$ cat src/rtl/uart_tx_fifo.sv
// uart_tx_fifo: 8N1 UART transmitter fed from a small byte FIFO; queued frames go out back-to-back.
// Define UART_TX_PARITY_EN to insert a parity bit between data and stop (PARITY_ODD selects odd parity).
module uart_tx_fifo #(
  parameter int CLK_HZ       = 50_000_000,
  parameter int BAUD         = 115200,
  parameter int CLKS_PER_BIT = CLK_HZ / BAUD,
  parameter int FIFO_DEPTH   = 4,
  parameter int PARITY_ODD   = 0
) (
  input  logic       i_Clk,
  input  logic       i_Rst,
  input  logic       i_fValid,
  input  logic [7:0] i_Data,
  output logic       o_fReady,
  output logic       o_Tx,
  output logic       o_fBusy,
  output logic       o_fDone
);

  localparam int AW = $clog2(FIFO_DEPTH);
  localparam int PW = AW + 1;
  localparam int CW = $clog2(CLKS_PER_BIT);
  localparam logic [CW-1:0] LAST_CNT = CW'(CLKS_PER_BIT - 1);
  localparam logic [CW-1:0] DONE_CNT = CW'(CLKS_PER_BIT - 2);

  if (CLKS_PER_BIT < 2) begin : gBadClksPerBit
    $error("CLKS_PER_BIT must be at least 2");
  end
  if (FIFO_DEPTH < 2 || (1 << AW) != FIFO_DEPTH) begin : gBadDepth
    $error("FIFO_DEPTH must be a power of two, at least 2");
  end
  if (PARITY_ODD < 0 || PARITY_ODD > 1) begin : gBadParity
    $error("PARITY_ODD must be 0 or 1");
  end

  typedef enum logic [2:0] {
    IDLE,
    START,
    DATA,
`ifdef UART_TX_PARITY_EN
    PARITY,
`endif
    STOP
  } state_e;

  logic [7:0]    mem_q [FIFO_DEPTH];
  logic [PW-1:0] wrPtr_q, wrPtr_d;
  logic [PW-1:0] rdPtr_q, rdPtr_d;
  logic          empty, full, push, pop;
  logic [7:0]    head;

  state_e        state_q;
  logic [CW-1:0] clkCnt_q;
  logic [2:0]    bitCnt_q;
  logic [2:0]    nextBit;
  logic [7:0]    data_q;
  logic          tx_q, busy_q, done_q;
  logic          lastClk;

  // Pointers carry one extra wrap bit so full and empty are told apart.
  assign empty   = (wrPtr_q == rdPtr_q);
  assign full    = (wrPtr_q[AW] != rdPtr_q[AW]) && (wrPtr_q[AW-1:0] == rdPtr_q[AW-1:0]);
  assign push    = i_fValid && !full;
  assign head    = mem_q[rdPtr_q[AW-1:0]];
  assign lastClk = (clkCnt_q == LAST_CNT);
  assign nextBit = bitCnt_q + 3'd1;
  assign pop     = !empty && ((state_q == IDLE) || ((state_q == STOP) && lastClk));

  always_comb begin
    wrPtr_d = wrPtr_q + PW'(push);
    rdPtr_d = rdPtr_q + PW'(pop);
  end

  always_ff @(posedge i_Clk) begin
    if (!i_Rst) begin
      wrPtr_q <= '0;
      rdPtr_q <= '0;
    end else begin
      wrPtr_q <= wrPtr_d;
      rdPtr_q <= rdPtr_d;
    end
  end

  always_ff @(posedge i_Clk) begin
    if (push) mem_q[wrPtr_q[AW-1:0]] <= i_Data;
  end

`ifdef UART_TX_PARITY_EN
  logic parityBit;
  assign parityBit = (PARITY_ODD != 0) ? ~^data_q : ^data_q;
`endif

  // o_Tx is loaded with the level of the state being entered, so it stays glitch-free.
  always_ff @(posedge i_Clk) begin
    if (!i_Rst) begin
      state_q  <= IDLE;
      clkCnt_q <= '0;
      bitCnt_q <= '0;
      data_q   <= '0;
      tx_q     <= 1'b1;
      busy_q   <= 1'b0;
      done_q   <= 1'b0;
    end else begin
      done_q   <= (state_q == STOP) && (clkCnt_q == DONE_CNT);
      clkCnt_q <= ((state_q == IDLE) || lastClk) ? '0 : clkCnt_q + CW'(1);
      case (state_q)
        IDLE: begin
          if (pop) begin
            data_q  <= head;
            state_q <= START;
            tx_q    <= 1'b0;
            busy_q  <= 1'b1;
          end
        end
        START: begin
          if (lastClk) begin
            state_q  <= DATA;
            bitCnt_q <= '0;
            tx_q     <= data_q[0];
          end
        end
        DATA: begin
          if (lastClk) begin
            if (bitCnt_q == 3'd7) begin
`ifdef UART_TX_PARITY_EN
              state_q <= PARITY;
              tx_q    <= parityBit;
`else
              state_q <= STOP;
              tx_q    <= 1'b1;
`endif
            end else begin
              bitCnt_q <= nextBit;
              tx_q     <= data_q[nextBit];
            end
          end
        end
`ifdef UART_TX_PARITY_EN
        PARITY: begin
          if (lastClk) begin
            state_q <= STOP;
            tx_q    <= 1'b1;
          end
        end
`endif
        STOP: begin
          if (lastClk) begin
            if (pop) begin
              data_q  <= head;
              state_q <= START;
              tx_q    <= 1'b0;
            end else begin
              state_q <= IDLE;
              tx_q    <= 1'b1;
              busy_q  <= 1'b0;
            end
          end
        end
        default: begin
          state_q <= IDLE;
          tx_q    <= 1'b1;
          busy_q  <= 1'b0;
        end
      endcase
    end
  end

  assign o_fReady = !full;
  assign o_Tx     = tx_q;
  assign o_fBusy  = busy_q;
  assign o_fDone  = done_q;

endmodule

$ cat config.mk
export PLATFORM = sky130hd
export DESIGN_NAME = uart_tx_fifo
export DESIGN_NICKNAME = d
export VERILOG_FILES = /design/src/rtl/uart_tx_fifo.sv
export SDC_FILE = /design/constraint.sdc
export NUM_CORES = 1
export LEC_CHECK = 0
export ABC_AREA = 1
export CELL_PAD_IN_SITES_DETAIL_PLACEMENT = 1
export CELL_PAD_IN_SITES_GLOBAL_PLACEMENT = 1
export CORE_ASPECT_RATIO = 0.7
export CORE_MARGIN = 3
export CORE_UTILIZATION = 52
export CTS_BUF_LIST = sky130_fd_sc_hd__clkbuf_8
export CTS_CLUSTER_SIZE = 16
export DETAILED_ROUTE_END_ITERATION = 7
export PLACE_DENSITY_LB_ADDON = 0.1
export SYNTH_ARGS = -nofsm -noshare
export SYNTH_HDL_FRONTEND = slang
export SYNTH_SLANG_ARGS = --single-unit
$ cat constraint.sdc
create_clock -name i_Clk -period 3.16 [get_ports i_Clk]
set_clock_uncertainty 0.05 [all_clocks]
set_input_delay 0.474 -clock i_Clk [delete_from_list [all_inputs] [get_ports i_Clk]]
set_output_delay 0.474 -clock i_Clk [all_outputs]
set_load 0.1 [all_outputs]
==> results_dict.tcl <==
set metrics [dict create \
    yosysWarnings 0 \
    worstSetupStartpointType "register" \
    ys_seq_area_share_pct 55.2 \
    groute.usage.overall_pct 23.8 \
    cap_violations 0 \
    grt_max_degree 17 \
    ant_nets 0 \
    slew_viol_final 0 \
    viasPerCell 5.48 \
    critPathKind "register to output port" \
    layout_setup_ws_ns 0.888 \
    required_ns 2.64 \
    die_h_um 68.1 \
    cp-end-kind "output port" \
    clock_latency_ns 0.36 \
    synthFlopType "edfxtp_1" \
    dpl_worst_slack_ns 1.17 \
    grt_pass1_wl_um 11100 \
    critPathMaxFanout 11 \
    synthDistinctLibCells 35 \
    drtIter0Drc 63 \
    status "finished clean" \
    ioPinCount 15 \
    setup_viol 0 \
    post-cts-setup-buffers 0 \
    synth-edff-count 32 \
    syn_nets 324 \
    dp.cells 382 \
    die_w_um 94.7 \
    htreeDepth 3 \
    nNetsFinal 348 \
    crit_chain "inv_4 > nand2_1 > nand2_1 > nand4_1 > buf_4" \
    area_growth_pct 15.5 \
    fill_cells 581 \
    drive_gt1_share_pct 14.0 \
    firstDrtPassIters 4 \
    power.density_nw_per_um2 825 \
    rrSetupSlack_ns 1.13 \
    cts.repair.resized 0 \
    fmax_ghz 0.440 \
    leakagePower_nw 1.33 \
    num_rows 21 \
    gp_congestion 0.861 \
    core_area_um2 5040 \
    cts.path.max_buffers 2 \
    path_common_cell "nand2_1" \
    wire_per_inst_um 16.9 \
    crit_slowest_cell "dfxtp_1" \
    grt_pass1_vias 2224 \
    syn_area_per_cell_um2 9.55 \
    stdcell_count 398 \
    root_buffer "clkbuf_8" \
    wl_um 6740 \
    fin_setup_tns_ns 0 \
    ir_worst_vdd_mv 0.490 \
    portBuffers 14 \
    cp_data_arrival_time_ns 1.75 \
    slowest_delay_ns 0.61 \
    syn_area_um2 2860 \
    tritoncts "built" \
    grt_overflow 0 \
    synth-seq-cells 63 \
    vias 2181 \
    hold_class "register to register" \
    antenna_found_initial 0 \
    initial_core_util_pct 56.8 \
    slew_headroom_pct 69.7 \
    clk_pin_slew_ns 0.08 \
    rsz0062_at_grt "no" \
    synthArstFlopShare_pct 0 \
    hold_violations 0 \
    syn_inst 300 \
    cts_buffers 9 \
    antenna_cells 0 \
    cts_hold_buf 0 \
    cts_sinks 63 \
    drc_errors 0 \
    dp_hpwl_um 4740 \
    dieArea_um2 6450 \
    period_share_pct 71.9 \
    tightest_slew_ns 0.454 \
    layout_min_cycle_time_ns 2.27 \
]
## where the power goes
part | switching [mW] | internal, mW
clock network | 0.340 | 0.469
logic | 0.571 | 0.283
registers | 0.0944 | 0.973
total | 1.01 | 1.73
## state kept, by name (all words and copies together), names as in the netlist
register and count:
wrPtr_q 3, bitCnt_q 3, state_q 2, mem_q 32
data_q 8, o_Tx 1, clkCnt_q 9, o_fDone 1
rdPtr_q 3, o_fBusy 1
## routing by layer
| layer | global-route usage (%) | part of all wire, % | wire length [µm] | up-vias |
|---|---|---|---|---|
| li1 | - | - | - | 1050 |
| met1 | 27.2 | 45 | 3020 | 1058 |
| met2 | 40.6 | 48 | 3250 | 52 |
| met3 | 7.36 | 4.0 | 267 | 21 |
| met4 | 12.6 | 3.1 | 206 | 0 |
| met5 | 0 | 0 | 0 | - |
## cells in the mapped netlist (3+ instances only)
master	count	share of area, %
or2_2	3	0.66
inv_1	37	4.8
nand2_1	45	5.9
nand3_1	16	2.8
edfxtp_1	32	34
xor2_1	3	0.92
ha_1	13	5.7
nor3_1	5	0.87
dfxtp_1	31	22
o21ai_2	3	0.92
nor2_1	35	4.6
o22ai_1	8	1.7
nand4_1	4	0.87
buf_2	3	0.52
a21oi_1	10	1.7
o21ai_0	26	4.5
## layout make-up
class / count / area (µm²) / share of cell area [%]
flip-flops and latches: 63 / 1580 / 47.8
multi-input cells: 191 / 1080 / 32.8
repair buffers: 20 / 175 / 5.30
inverters: 39 / 149 / 4.50
clock buffers: 10 / 138 / 4.16
clock inverters: 6 / 93.8 / 2.84
well taps: 69 / 86.3 / 2.61
## through the flow
stage                     cell area (µm²)  util [%]  hold slack [ns]  power, mW
after floorplan                      2860         -            0.374       1.72
after global placement               3080      61.0            0.386       1.87
after detailed placement             3080      61.0            0.389       1.93
after CTS                            3310      65.6            0.399       2.75
after global routing                 3310      65.6            0.426       2.90
final                                3310      65.6            0.397       2.73
## cells by family after synthesis
kind of cell,share of synthesized area [%]
simple gates,19.6
flops,55.2
fa+ha+maj,5.68
xor+xnor,2.10
buf+inv,6.90
compound gates,10.5
## layout by cell type, fill, tap and decap left out, types with 2 or more instances in the layout
master / count
edfxtp_1: 32
xor2_1: 3
clkinv_4: 3
buf_4: 10
xnor2_1: 2
ha_1: 13
clkdlybuf4s50_1: 10
a21oi_1: 10
a21oi_2: 2
dfxtp_1: 31
inv_1: 37
nor2_2: 2
nand2_4: 2
o22ai_1: 8
clkbuf_8: 10
nand2_1: 45
nand3_1: 16
o21ai_2: 3
or2_2: 3
o21ai_0: 26
o211a_1: 2
nor2_1: 35
bufinv_16: 2
nand4_1: 4
nor3_1: 5
nand3_2: 2
## worst max-delay path, delay by kind of cell, from the launching register on
family	cells	cell delay [ns]
flip-flops	1	0.61
AND/OR/NAND/NOR	3	0.35
buffers and inverters	2	0.42
## path summary, 6_finish.rpt
kind                          start                     end  cells past startpoint
max           rdPtr_q[1]$_SDFF_PN0_                o_fReady                      5
min reg2reg  data_q[3]$_SDFFE_PN0P_  data_q[3]$_SDFFE_PN0P_                      2
min          data_q[3]$_SDFFE_PN0P_  data_q[3]$_SDFFE_PN0P_                      2
max reg2reg   rdPtr_q[1]$_SDFF_PN0_   mem_q[2][4]$_DFFE_PP_                      7
No activity file was read; power rests on OpenSTA's default activity.
